`src/rtl/alu_sequencer.sv`:
```
// alu_sequencer: multi-cycle controller that sits in front of the shared
// alu_control + ALU pair. It accepts one MIPS-style operation over a
// valid/ready request port, decodes opcode/funct into alu_op/alu_funct,
// drives the ALU operands, captures result and zero flag, and returns them
// over a valid/ready response port.
//
// Optional feature macro: ALU_SEQ_OVF_EN
//   defined   -> signed overflow on add-class / sub-class ops raises rsp_err
//                (rsp_result still carries the ALU result)
//   undefined -> rsp_err is raised only by an illegal opcode/funct
//
// state  | meaning
// -------+--------------------------------------------------------------
// IDLE   | req_ready=1, waiting for a request
// DECODE | decode captured opcode/funct, load alu_* registers
// EXEC   | ALU settles on registered operands, result captured at exit
// RESP   | rsp_valid=1, rsp_* held until rsp_ready

module alu_sequencer #(
  parameter int DATA_W = 32
) (
  input  logic              clk,
  input  logic              rst,
  input  logic              req_valid,
  output logic              req_ready,
  input  logic [5:0]        req_opcode,
  input  logic [5:0]        req_funct,
  input  logic [DATA_W-1:0] req_a,
  input  logic [DATA_W-1:0] req_b,
  output logic [1:0]        alu_op,
  output logic [5:0]        alu_funct,
  output logic [DATA_W-1:0] alu_a,
  output logic [DATA_W-1:0] alu_b,
  input  logic [DATA_W-1:0] alu_result,
  input  logic              alu_zero,
  output logic              rsp_valid,
  input  logic              rsp_ready,
  output logic [DATA_W-1:0] rsp_result,
  output logic              rsp_zero,
  output logic              rsp_err,
  output logic              busy
);

  typedef enum logic [1:0] {IDLE, DECODE, EXEC, RESP} state_t;

  state_t              state_q, state_d;
  logic [5:0]          opcode_q, opcode_d;
  logic [5:0]          funct_q, funct_d;
  logic [DATA_W-1:0]   a_q, a_d;
  logic [DATA_W-1:0]   b_q, b_d;
  logic                req_ready_q, req_ready_d;
  logic                busy_q, busy_d;
  logic [1:0]          alu_op_q, alu_op_d;
  logic [5:0]          alu_funct_q, alu_funct_d;
  logic [DATA_W-1:0]   alu_a_q, alu_a_d;
  logic [DATA_W-1:0]   alu_b_q, alu_b_d;
  logic                rsp_valid_q, rsp_valid_d;
  logic [DATA_W-1:0]   rsp_result_q, rsp_result_d;
  logic                rsp_zero_q, rsp_zero_d;
  logic                rsp_err_q, rsp_err_d;

  logic                dec_legal;
  logic [1:0]          dec_alu_op;
  logic [5:0]          dec_alu_funct;
  logic                ovf;

  // Decode the captured opcode/funct into alu_control fields and legality.
  always_comb begin
    dec_legal     = 1'b0;
    dec_alu_op    = 2'b00;
    dec_alu_funct = 6'b000000;
    case (opcode_q)
      6'b000000: begin
        dec_alu_op    = 2'b10;
        dec_alu_funct = {2'b00, funct_q[3:0]};
        case (funct_q)
          6'b100000, 6'b100010, 6'b100100, 6'b100101, 6'b101010: dec_legal = 1'b1;
          default: dec_legal = 1'b0;
        endcase
      end
      6'b100011, 6'b101011, 6'b001000: begin
        dec_alu_op = 2'b00;
        dec_legal  = 1'b1;
      end
      6'b000100: begin
        dec_alu_op = 2'b01;
        dec_legal  = 1'b1;
      end
      default: dec_legal = 1'b0;
    endcase
  end

`ifdef ALU_SEQ_OVF_EN
  logic is_add_cls;
  logic is_sub_cls;
  logic b_sign_eff;

  // Signed overflow on the live ALU result; B's sign is inverted for subtracts.
  always_comb begin
    is_add_cls = (alu_op_q == 2'b00) || (alu_op_q == 2'b10 && alu_funct_q == 6'b000000);
    is_sub_cls = (alu_op_q == 2'b01) || (alu_op_q == 2'b10 && alu_funct_q == 6'b000010);
    b_sign_eff = is_sub_cls ? ~alu_b_q[DATA_W-1] : alu_b_q[DATA_W-1];
    ovf        = (is_add_cls || is_sub_cls) &&
                 (alu_a_q[DATA_W-1] == b_sign_eff) &&
                 (alu_result[DATA_W-1] != alu_a_q[DATA_W-1]);
  end
`else
  assign ovf = 1'b0;
`endif

  // Next-state and next-output computation for the sequencer FSM.
  always_comb begin
    state_d      = state_q;
    opcode_d     = opcode_q;
    funct_d      = funct_q;
    a_d          = a_q;
    b_d          = b_q;
    req_ready_d  = req_ready_q;
    busy_d       = busy_q;
    alu_op_d     = alu_op_q;
    alu_funct_d  = alu_funct_q;
    alu_a_d      = alu_a_q;
    alu_b_d      = alu_b_q;
    rsp_valid_d  = rsp_valid_q;
    rsp_result_d = rsp_result_q;
    rsp_zero_d   = rsp_zero_q;
    rsp_err_d    = rsp_err_q;
    case (state_q)
      IDLE: begin
        if (req_valid) begin
          opcode_d    = req_opcode;
          funct_d     = req_funct;
          a_d         = req_a;
          b_d         = req_b;
          req_ready_d = 1'b0;
          busy_d      = 1'b1;
          state_d     = DECODE;
        end
      end
      DECODE: begin
        alu_op_d    = dec_alu_op;
        alu_funct_d = dec_alu_funct;
        alu_a_d     = a_q;
        alu_b_d     = b_q;
        if (dec_legal) begin
          state_d = EXEC;
        end else begin
          rsp_result_d = '0;
          rsp_zero_d   = 1'b0;
          rsp_err_d    = 1'b1;
          rsp_valid_d  = 1'b1;
          state_d      = RESP;
        end
      end
      EXEC: begin
        rsp_result_d = alu_result;
        rsp_zero_d   = alu_zero;
        rsp_err_d    = ovf;
        rsp_valid_d  = 1'b1;
        state_d      = RESP;
      end
      RESP: begin
        if (rsp_ready) begin
          rsp_valid_d = 1'b0;
          req_ready_d = 1'b1;
          busy_d      = 1'b0;
          state_d     = IDLE;
        end
      end
      default: state_d = IDLE;
    endcase
  end

  // State and registered outputs; reset discards any in-flight operation.
  always_ff @(posedge clk or posedge rst) begin
    if (rst) begin
      state_q      <= IDLE;
      opcode_q     <= '0;
      funct_q      <= '0;
      a_q          <= '0;
      b_q          <= '0;
      req_ready_q  <= 1'b1;
      busy_q       <= 1'b0;
      alu_op_q     <= '0;
      alu_funct_q  <= '0;
      alu_a_q      <= '0;
      alu_b_q      <= '0;
      rsp_valid_q  <= 1'b0;
      rsp_result_q <= '0;
      rsp_zero_q   <= 1'b0;
      rsp_err_q    <= 1'b0;
    end else begin
      state_q      <= state_d;
      opcode_q     <= opcode_d;
      funct_q      <= funct_d;
      a_q          <= a_d;
      b_q          <= b_d;
      req_ready_q  <= req_ready_d;
      busy_q       <= busy_d;
      alu_op_q     <= alu_op_d;
      alu_funct_q  <= alu_funct_d;
      alu_a_q      <= alu_a_d;
      alu_b_q      <= alu_b_d;
      rsp_valid_q  <= rsp_valid_d;
      rsp_result_q <= rsp_result_d;
      rsp_zero_q   <= rsp_zero_d;
      rsp_err_q    <= rsp_err_d;
    end
  end

  assign req_ready  = req_ready_q;
  assign busy       = busy_q;
  assign alu_op     = alu_op_q;
  assign alu_funct  = alu_funct_q;
  assign alu_a      = alu_a_q;
  assign alu_b      = alu_b_q;
  assign rsp_valid  = rsp_valid_q;
  assign rsp_result = rsp_result_q;
  assign rsp_zero   = rsp_zero_q;
  assign rsp_err    = rsp_err_q;

endmodule

```
`config.mk`:
```
export PLATFORM = sky130hd
export DESIGN_NAME = alu_sequencer
export DESIGN_NICKNAME = d
export VERILOG_FILES = /design/src/rtl/alu_sequencer.sv
export SDC_FILE = /design/constraint.sdc
export NUM_CORES = 1
export LEC_CHECK = 0
export BUFFER_PORTS_ARGS = -buffer_cell sky130_fd_sc_hd__buf_2
export CORE_ASPECT_RATIO = 0.5
export CORE_UTILIZATION = 46
export CTS_BUF_LIST = sky130_fd_sc_hd__clkbuf_16
export CTS_CLUSTER_DIAMETER = 120
export DETAILED_ROUTE_END_ITERATION = 6
export HOLD_SLACK_MARGIN = 0.02
export PLACE_DENSITY = 0.75
export SETUP_SLACK_MARGIN = 0.3
export SLEW_MARGIN = 30
export SYNTH_ARGS = -nofsm -noshare
export SYNTH_HDL_FRONTEND = slang
export SYNTH_SLANG_ARGS = --single-unit
export TNS_END_PERCENT = 1
```
`constraint.sdc`:
```
create_clock -name clk -period 5.3 [get_ports clk]
set_clock_uncertainty 0.15 [all_clocks]
set_input_delay 0.265 -clock clk [delete_from_list [all_inputs] [get_ports clk]]
set_output_delay 0.265 -clock clk [all_outputs]
set_load 0.005 [all_outputs]
```
# --- After elaboration in Yosys (flattened, before gate mapping) ---
# Cells that the tools add are included.
word_totals:
  reg_bits: 187
  input_bits: 113
  out_inout_bits: 109
  word_cells: 63
classes:
  eq_ne: 15
  n_mux: 21
  n_reduce_logical: 12
ops:
  columns: ["cell", "n"]
  rows:
  - ["32-bit one-hot mux with 2 select lines", 1]
  - ["6-bit == test, second input constant", 7]
  - ["32-bit 2-to-1 mux", 1]
  - ["1-bit one-hot mux with 2 select lines", 5]
  - ["1-bit 2-to-1 mux", 8]
  - ["2-bit one-hot mux with 4 select lines", 1]
  - ["6-bit by 3-bit == test with 1-bit output, second input constant", 1]
  - ["6-bit by 4-bit == test with 1-bit output, second input constant", 1]
  - ["6-bit logical NOT", 1]
  - ["2-bit != test, second input constant", 3]
  - ["2-bit AND reduction", 3]
  - ["3-bit AND reduction", 2]
  - ["5-bit OR reduction", 1]
  - ["2-bit == test, second input constant", 2]
  - ["2-bit 2-to-1 mux", 2]
  - ["4-bit 2-to-1 mux", 1]
  - ["2-bit one-hot mux with 2 select lines", 1]
  - ["2-bit nonzero test", 2]
  - ["4-bit OR reduction", 1]
  - ["1-bit one-hot mux with 3 select lines", 1]
  - ["3-bit nonzero test", 1]
  - ["2-bit by 1-bit == test with 1-bit output, second input constant", 1]
  - ["2-bit logical NOT", 1]

# --- Longest topological paths before layout ---
# Gate-level depths: netlist of run 1.
logic_depth:
  word_depth: 6
  depth_mapped: 9

# --- Least setup slack after synthesis of run 1 ---
# OpenSTA, ideal clock, no wires.
synth_timing:
  path_type: "flip-flop to flip-flop"
  start: "register state_q[1]"
  end: "register rsp_err_q, in the netlist rsp_err"
  t_arrival_ps: 1878
  required_ps: 5071
  path_slack_ps: 3193
  stages_incl_launch_ff: 10
  path_buffers: 3
  synth_period_minus_slack_ps: 2107
  cell_sequence: "dfrtp_1 > inv_1 > ha_1 > clkbuf_1 > inv_2 > nor4_4 > a211o_1 > buf_6 > buf_12 > mux2i_1"
synth_between:
  elab_chain_cells: 3
synth_lines:
  columns: ["element", "line", "source"]
  rows:
  - ["from (decl)", "46", "state_t state_q, state_d;"]
  - ["from (signal assigned)", "193", "state_q <= state_d;"]
  - ["2-bit by 1-bit == test with 1-bit output / 2-bit == test (equally long branches)", "128", "case (state_q)"]
  - ["2-bit != test (no source line) / 2-bit nonzero test (equally long branches)", null, null]
  - ["2-bit AND reduction (no source line)", null, null]
  - ["to (signal assigned)", "207", "rsp_err_q <= rsp_err_d;"]
  - ["to (decl)", "60", "logic rsp_err_q, rsp_err_d;"]
# Parallel ways exist; a longest one is shown, timed or not.
# A chain may end at the register's enable or synchronous reset.

# --- Worst setup path in the final report of run 1 ---
layout_timing:
  start: "register state_q[1]"
  end: "register rsp_result_q[6], in the netlist rsp_result[6]"
layout_between:
  elab_chain_cells: 3
layout_lines:
  columns: ["element", "line", "source"]
  rows:
  - ["2-bit by 1-bit == test with 1-bit output / 2-bit == test (equally long branches)", "128", null]
  - ["2-bit != test (no source line) / 2-bit nonzero test (equally long branches)", null, null]
  - ["2-bit AND reduction (no source line)", null, null]
  - ["to (signal assigned)", "205", "rsp_result_q <= rsp_result_d;"]
  - ["to (decl)", "58", "logic [DATA_W-1:0] rsp_result_q, rsp_result_d;"]
# Parallel ways exist; a longest one is shown, timed or not.

==> results_dict.tcl, run 1 <==
set metrics [dict create \
    start_util_pct 47.5 \
    path_max_fanout 71 \
    antenna_found_initial 0 \
    synth-compound-area-share_pct 2.05 \
    detail_route.vias_per_cell 4.80 \
    synthXorXnorAreaFrac_pct 0 \
    fin_tns_setup_ns 0 \
    io_pins 222 \
    hpwl_um 9420 \
    rr_endpoint "rsp_result[6]" \
    detail_route.wl_per_cell_um 15.0 \
    detail_route.first_pass.iterations 4 \
    rsz0062_at_grt "no" \
    required_ns 5.47 \
    gr-total-overflow 0 \
    path_cells "inv_1 -> ha_4 -> buf_6 -> a211o_2 -> mux2i_1" \
    min_from "req_valid" \
    yosys_register_bits 185 \
    setup_slack_ns 2.54 \
    reg2regPathDepth 5 \
    netlist.area_leader.share_pct 62.4 \
    fin_crit_ns 2.76 \
    antenna_cells 0 \
    synth_cell_types 36 \
    cts.path.max_buffers 2 \
    ir_drop_uv 271 \
    grt_pass1_wl_um 26400 \
    dr.first_iter.drc_count 178 \
    fin_worst_hold_slack_ns 0.110 \
    die-area_um2 16600 \
    cts.sinks 185 \
    syn_to_final_growth_pct 39.6 \
    hold_path.class "input port to register" \
    whs_endpoint "req_ready" \
    drc 0 \
    post-synth-top-count-cell "dfrtp_1" \
    grt_pass1_vias 5289 \
    hold_viol_final 0 \
    clkLatencyLatePin_ns 0.42 \
    track_usage_pct 20.2 \
    max_slew_margin_pct 34.9 \
    setup_viol 0 \
    synth_simple_gate_area_share_pct 3.87 \
    die_x_um 181 \
    synth_area_leaders "dfrtp_1 62%, mux2_1 18%, mux2i_1 4.6%, mux2_2 3.1%, nand2_1 2.2%" \
    worst-setup-path-type "register to register" \
    cts_root_buffer "clkbuf_16" \
    final-max-slew-violation-count 0 \
    power_density_nw_per_um2 561 \
    p_leak_uw 0.00500 \
    critPathMaxStageDelay_ns 0.90 \
    syn_inst 514 \
    ctsResizeCount 0 \
    crit_arrival_ns 2.93 \
    yosysWarnings 0 \
    crit_buf_inv 2 \
    vias 5064 \
    seq_area_um2 4630 \
    syn_area_um2 7370 \
    row_count 32 \
    synth_top_family_by_area "multiplexers" \
    ys_async_sr_fraction_pct 100 \
    period_share_pct 52.1 \
    synth-adder-area-share_pct 0.848 \
    maxCapViolCount 0 \
    ys.flop_type "dfrtp_1" \
    synthMuxAreaShare_pct 26.0 \
    status "finished, final reports clean" \
    fp.dieH_um 91.5 \
    syn_avg_cell_area_um2 14.3 \
    synth_common_cells "184 x dfrtp_1, 120 x mux2_1, 44 x nand2_1" \
    min_path_cells 3 \
    cts_buffers 17 \
    path_clk_slew_ns 0.07 \
    grt_max_degree 159 \
    cpLargestDelayFamily "compound AO/OA/AOI/OAI gates" \
    io_buffers 219 \
    r2r_setup_slack_ns 2.54 \
    wl_um 15900 \
    fillers 1151 \
    gp_congestion 0.738 \
    placed_cells 914 \
    nets 958 \
    tightestPinTransition_ns 0.976 \
    fmax_mhz 362 \
    finalNonFillerCells 1056 \
    h-tree-depth 4 \
    antenna_left 0 \
    synth_edf_count 0 \
    worst_setup_path_end_kind "register" \
    multi_input_area_um2 2460 \
    core-area_um2 15500 \
    pre_cts_ws_ns 2.28 \
    r2r_start "state_q[1]" \
    synth_area_leader_cell "dfrtp_1" \
    layout-drive-gt1-share_pct 33.0 \
    cts_tree "built" \
    p_total_uw 5770 \
    startpoint_type "register" \
    synth_seq_area_share_pct 62.8 \
    slowest_stage "a211o_2" \
]
[power by group]
group	internal (uW)	total (uW)	switching (uW)
Clock	648	1190	544
Sequential	2130	2500	369
Combinational	1100	2080	985
[sequential cells by signal, summed over array words and instances (netlist names), 4 cells and up]
signal      flops
opcode_q        6
funct_q         6
rsp_result     32
b_q            32
alu_a          32
a_q            32
alu_b          32
alu_funct       4
[cell families (layout without fill, tap and decap cells)]
logic type	after synthesis	after routing
buffers and inverters	69	406
AND/OR/NAND/NOR	59	59
multiplexers	174	174
flip-flops	185	185
adder cells (fa/ha/maj)	5	5
AO/OA/AOI/OAI	21	21
other	1	2
[what timing repair did]
action | CTS | global route
endpoints found under the hold margin | 137 | 0
setup buffers | 0 | 0
hold buffers | 111 | 0
[layout make-up]
| type | count | area share (%) |
|---|---|---|
| clock buffers | 17 | 4.13 |
| clock inverters | 14 | 1.20 |
| inverters | 43 | 1.60 |
| multi-input cells | 261 | 23.9 |
| flip-flops and latches | 185 | 45.0 |
| well taps | 204 | 2.48 |
| repair buffers | 332 | 21.7 |
[worst max-delay path by stage]
stage | slack, ns | start | to | cells after the start
final | 2.54 | state_q[1] | rsp_result[6] | 5
after floorplan | 2.51 | rst | a_q[0] | 1
after detailed placement | 2.28 | state_q[1] | rsp_result[15] | 5
after CTS | 2.28 | state_q[1] | rsp_result[23] | 5
after global routing | 2.34 | state_q[1] | rsp_result[7] | 5
after global placement | 2.36 | state_q[1] | rsp_err | 5
[metal layers]
metal	part of all wire, %	GRT usage, %	vias to the layer above
li1	-	-	2384
met1	43	24.6	2554
met3	3.9	5.13	21
met4	1.4	6.07	0
met2	51	35.5	105
met5	0	0	-
[cells in the final DEF, fill, tap and decap left out, drive strengths merged, types with 2 or more instances in the layout]
cell         instances
buf                221
dfrtp              184
mux2               140
dlygate4sd3        111
inv                 46
nand2               45
mux2i               34
clkbuf              17
o21ai                7
clkinv               7
ha                   5
nor2                 4
o2bb2ai              4
nand2b               3
clkinvlp             3
nor4                 2
a22o                 2
a21oi                2
conb                 2
[tightest hold or removal path, stage by stage]
cell and delay [ns]:
buf_2 0.15, o21ai_0 0.18, a21oi_1 0.07
[stage by stage]
stage,utilization (%),cell area (um^2)
after floorplan,-,7380
after global placement,55.5,8620
after detailed placement,55.6,8630
after CTS,66.2,10300
after global routing,66.3,10300
final,66.3,10300
(Power assumes the default switching activity.)
==> run 2: changes to the inputs <==
--- a/config.mk
+++ b/config.mk
@@ -7,12 +7,12 @@
 export LEC_CHECK = 0
 export BUFFER_PORTS_ARGS = -buffer_cell sky130_fd_sc_hd__buf_2
 export CORE_ASPECT_RATIO = 0.5
-export CORE_UTILIZATION = 46
+export CORE_UTILIZATION = 51
 export CTS_BUF_LIST = sky130_fd_sc_hd__clkbuf_16
 export CTS_CLUSTER_DIAMETER = 120
 export DETAILED_ROUTE_END_ITERATION = 6
 export HOLD_SLACK_MARGIN = 0.02
-export PLACE_DENSITY = 0.75
+export PLACE_DENSITY = 0.79
 export SETUP_SLACK_MARGIN = 0.3
 export SLEW_MARGIN = 30
 export SYNTH_ARGS = -nofsm -noshare
==> constraint.sdc (replaced) <==
create_clock -name clk -period 2.8 [get_ports clk]
set_clock_uncertainty 0.15 [all_clocks]
set_input_delay 0.14 -clock clk [delete_from_list [all_inputs] [get_ports clk]]
set_output_delay 0.14 -clock clk [all_outputs]
set_load 0.005 [all_outputs]
==> results_dict.tcl, run 2 (same netlist as run 1, synthesis figures left out) <==
set metrics [dict create \
    path_max_fanout 23 \
    layout_commonest_cell "buf_2" \
    grt_max_degree 148 \
    place_area_um2 8670 \
    die_x_um 172 \
    clkLatencyLatePin_ns 0.42 \
    reg2regPathDepth 6 \
    setup_viol 0 \
    r2r_start "opcode_q[1]" \
    h-tree-depth 4 \
    antenna_left 0 \
    design_area_um2 10400 \
    antenna_cells 0 \
    path_clk_slew_ns 0.08 \
    fin_crit_ns 2.31 \
    fmax_mhz 432 \
    crit_arrival_ns 2.49 \
    cts.sinks 185 \
    placed_cells 908 \
    worst_setup_path_end_kind "register" \
    critPathMaxStageDelay_ns 0.43 \
    p_total_uw 11200 \
    hold_path.class "input port to asynchronous set/reset pin" \
    layout-drive-gt1-share_pct 33.6 \
    fp.dieH_um 87.0 \
    route.met2.wl_um 8920 \
    ir_drop_uv 500 \
    grt_pass1_vias 5477 \
    io_buffers 219 \
    start_util_pct 53.4 \
    row_count 30 \
    fin_tns_setup_ns 0 \
    fin_worst_hold_slack_ns 0.277 \
    wl_met1_um 6930 \
    max_slew_margin_pct 46.2 \
    r2r_setup_slack_ns 0.49 \
    period_share_pct 82.7 \
    detail_route.first_pass.iterations 4 \
    core-area_um2 13800 \
    rr_endpoint "rsp_result[8]" \
    hpwl_um 10200 \
    wl_um 16900 \
    cts.path.max_buffers 2 \
    path_cells "nor4b_1 -> a31oi_1 -> o31ai_2 -> a211o_4 -> buf_12 -> mux2i_1" \
    grt_pass1_wl_um 27000 \
    cts_root_buffer "clkbuf_16" \
    slowest_stage "dfrtp_1" \
    hold_viol_final 0 \
    crit_buf_inv 1 \
    detail_route.vias_per_cell 4.87 \
    tightestPinTransition_ns 0.806 \
    antenna_found_initial 0 \
    syn_to_final_growth_pct 40.8 \
    top_layer "met4" \
    final_cell_mix "219 x buf_2, 184 x dfrtp_1, 120 x mux2_1" \
    cts_buffers 17 \
    worst-setup-path-type "register to register" \
    gr-total-overflow 0 \
    finalNonFillerCells 1055 \
    wl_met3_um 756 \
    gp_congestion 0.751 \
    cts_tree "built" \
    drc 0 \
    dr.first_iter.drc_count 207 \
    cpLargestDelayFamily "compound AO/OA/AOI/OAI gates" \
    detail_route.wl_per_cell_um 16.1 \
    die-area_um2 15000 \
    maxCapViolCount 0 \
    status "finished, final reports clean" \
    io_pins 222 \
    crit_cells 6 \
    nets 968 \
    rsz0062_at_grt "no" \
    required_ns 2.97 \
    vias 5142 \
    power_density_nw_per_um2 1080 \
    startpoint_type "register" \
    final-max-slew-violation-count 0 \
    p_leak_uw 0.00507 \
    track_usage_pct 23.6 \
]
[run 2: changes by cell type in the layout (fill, tap and decap cells not counted), sizes merged]
cell,before,now
buf,221,229
bufinv,1,0
clkinv,7,4
dlygate4sd3,111,113
inv,46,51
[run 2: through the flow]
step / worst slack [ns] / utilization [%]
after floorplan: 0.132 / -
after global placement: 0.422 / 62.8
after detailed placement: 0.305 / 62.8
after global routing: 0.363 / 75.2
final: 0.485 / 75.2
after CTS: 0.318 / 75.0
[run 2: area by class of cell]
cell class | count | area, um^2
clock buffers | 17 | 425
clock inverters | 15 | 130
fillers | 851 | 3430
inverters | 43 | 165
multi-input cells | 261 | 2450
flip-flops and latches | 185 | 4630
well taps | 192 | 240
repair buffers | 342 | 2340
[run 2: routing by layer]
metal / vias to the layer above / global-route usage (%)
met2: 139 / 43.3
li1: 2402 / -
met1: 2572 / 27.9
met4: 0 / 8.05
met5: - / 0
met3: 29 / 4.73
[run 2: worst max-delay path by stage]
stage,from,end,slack [ns]
2_1_floorplan,rst,a_q[0],0.13
4_1_cts,state_q[1],rsp_result[31],0.32
6_report,opcode_q[1],rsp_result[8],0.49
3_5_place_dp,state_q[1],rsp_result[31],0.31
5_1_grt,opcode_q[0],rsp_result[8],0.36
3_3_place_gp,state_q[1],rsp_zero,0.42
[run 2: worst register-to-register path: cells and delay by family, from the launching register on]
kind	cells	cell delay (ns)
DFF	1	0.43
and+or+nand+nor	1	0.36
AOI/OAI and AO/OA	3	0.78
buffers and inverters	1	0.24
muxes	1	0.27
[run 2: power by group]
group / total (uW) / leakage [uW] / switching, uW / internal (uW)
sequential: 4760 / 0.00225 / 739 / 4030
clock: 2270 / 0.000270 / 1090 / 1170
combinational: 4140 / 0.00254 / 1960 / 2180
total: 11200 / 0.00507 / 3790 / 7380
[run 2: repair_timing]
action | CTS | global route
buffers inserted | 0 | 2
hold buffers | 113 | 0
endpoints found under the setup margin | 0 | 23
hold endpoints to repair | 297 | 0
resized for setup | 0 | 1
==> run 3: changes to the inputs <==
==> constraint.sdc (replaced) <==
create_clock -name clk -period 2.24 [get_ports clk]
set_clock_uncertainty 0.15 [all_clocks]
set_input_delay 0.112 -clock clk [delete_from_list [all_inputs] [get_ports clk]]
set_output_delay 0.112 -clock clk [all_outputs]
set_load 0.005 [all_outputs]
==> results_dict.tcl, run 3 (same netlist as run 1, synthesis figures left out) <==
set metrics [dict create \
    status "finished, final reports clean" \
    syn_to_final_growth_pct 45.3 \
    final-max-slew-violation-count 0 \
    antenna_left 0 \
    rsz0062_at_grt "yes" \
    setup_viol 0 \
    startpoint_type "register" \
    layout-drive-gt1-share_pct 35.3 \
    cts_tree "built" \
    row_count 30 \
    placed_cells 910 \
    io_buffers 219 \
    power_density_nw_per_um2 1410 \
    path_max_fanout 8 \
    crit_arrival_ns 2.22 \
    path_clk_slew_ns 0.07 \
    ir_drop_uv 641 \
    final_cell_mix "219 x buf_2, 183 x dfrtp_1, 120 x mux2_1" \
    die_x_um 172 \
    die-area_um2 15000 \
    period_share_pct 90.8 \
    required_ns 2.42 \
    maxCapViolCount 0 \
    worst_setup_path_end_kind "register" \
    cpLargestDelayFamily "simple AND/OR/NAND/NOR gates" \
    fmax_mhz 491 \
    critPathMaxStageDelay_ns 0.42 \
    detail_route.first_pass.iterations 4 \
    cts.path.max_buffers 2 \
    hold_viol_final 0 \
    fp.dieH_um 87.0 \
    cts_buffers 17 \
    core-area_um2 13800 \
    fin_crit_ns 2.03 \
    grt_pass1_vias 5701 \
    hpwl_um 10500 \
    detail_route.wl_per_cell_um 16.6 \
    path_cells "nor4_4 -> nand3b_1 -> o31ai_2 -> a211o_4 -> buf_12 -> clkbuf_16 -> mux2i_1" \
    antenna_cells 0 \
    cts_root_buffer "clkbuf_16" \
    hold_path.class "input port to register" \
    grt_pass1_wl_um 28100 \
    wl_um 17700 \
    crit_buf_inv 2 \
    grt_max_degree 85 \
    dr.first_iter.drc_count 175 \
    detail_route.vias_per_cell 4.92 \
    nets 984 \
    finalNonFillerCells 1070 \
    gr-total-overflow 0 \
    gp_congestion 0.726 \
    start_util_pct 53.4 \
    io_pins 222 \
    antenna_found_initial 0 \
    vias 5262 \
    fin_tns_setup_ns 0 \
    p_leak_uw 0.00520 \
    cts.sinks 185 \
    worst-setup-path-type "register to register" \
    track_usage_pct 24.6 \
    layout_commonest_cell "buf_2" \
    slowest_stage "dfrtp_1" \
    drc 0 \
    clkLatencyLatePin_ns 0.42 \
    h-tree-depth 4 \
]
[run 3: changes by cell type in the layout (fill, tap and decap cells not counted), moves of 2 or more]
cell	change
buf_12	+5
buf_4	+3
mux2i_2	+2
buf_6	+2
inv_8	-4
bufinv_16	+2
clkbuf_16	+3
clkinvlp_4	+3
inv_6	-2
mux2i_1	-3
buf_16	+2
[run 3: worst reg2reg max path: stages (launching register included)]
cell and delay [ns]:
dfrtp_1 0.42, nor4_4 0.38, nand3b_1 0.17, o31ai_2 0.12, a211o_4 0.23, buf_12 0.13, clkbuf_16 0.15, mux2i_1 0.21
[run 3: through the flow]
stage	hold slack, ns	utilization (%)	total power [uW]	cell area (um^2)	worst slack, ns
after global placement	-0.0957	63.3	10700	8740	0.241
after detailed placement	-0.0926	63.3	11000	8740	0.144
after floorplan	0.0937	-	9220	7380	-0.400
final	0.281	77.6	15100	10700	0.205
after global routing	0.276	77.6	16100	10700	0.130
after CTS	0.270	76.7	14600	10600	0.237
[run 3: area by class of cell]
cell class | count | area, um^2
Clock inverter | 14 | 150
Fill cell | 829 | 3100
Sequential cell | 185 | 4630
Clock buffer | 17 | 425
Multi-Input combinational cell | 261 | 2480
Inverter | 43 | 165
Tap cell | 192 | 240
Timing Repair Buffer | 358 | 2630
[run 3: routing by layer]
layer	up-vias	global-route usage, %	share of wire (%)
li1	2432	-	-
met1	2666	28.8	41
met2	142	45.5	53
met3	22	5.50	4.7
met4	0	7.24	1.2
met5	-	0	0
[run 3: final timing paths]
check | from | end | slack, ns | cells past startpoint
worst max register to register | opcode_q[3] | rsp_result[16] | 0.21 | 7
worst min register to register | alu_a[10] | alu_a[10] | 0.33 | 1
worst max-delay path | opcode_q[3] | rsp_result[16] | 0.21 | 7
worst min-delay path | req_b[0] | b_q[0] | 0.28 | 3
min in group asynchronous | rst | b_q[0] | 0.61 | 4
max in group asynchronous | rst | a_q[7] | 0.64 | 5
[run 3: power breakdown]
part	internal [uW]	switching, uW
registers	5040	904
logic	3480	2790
clock network	1650	1280
total	10200	4970
[run 3: repair_timing]
item	4_1_cts	5_1_grt
hold buffers	114	0
pin swaps	6	5
setup endpoints to repair	80	101
cloned	2	3
gates resized for setup	5	7
endpoints found under the hold margin	297	0
setup buffers	7	3
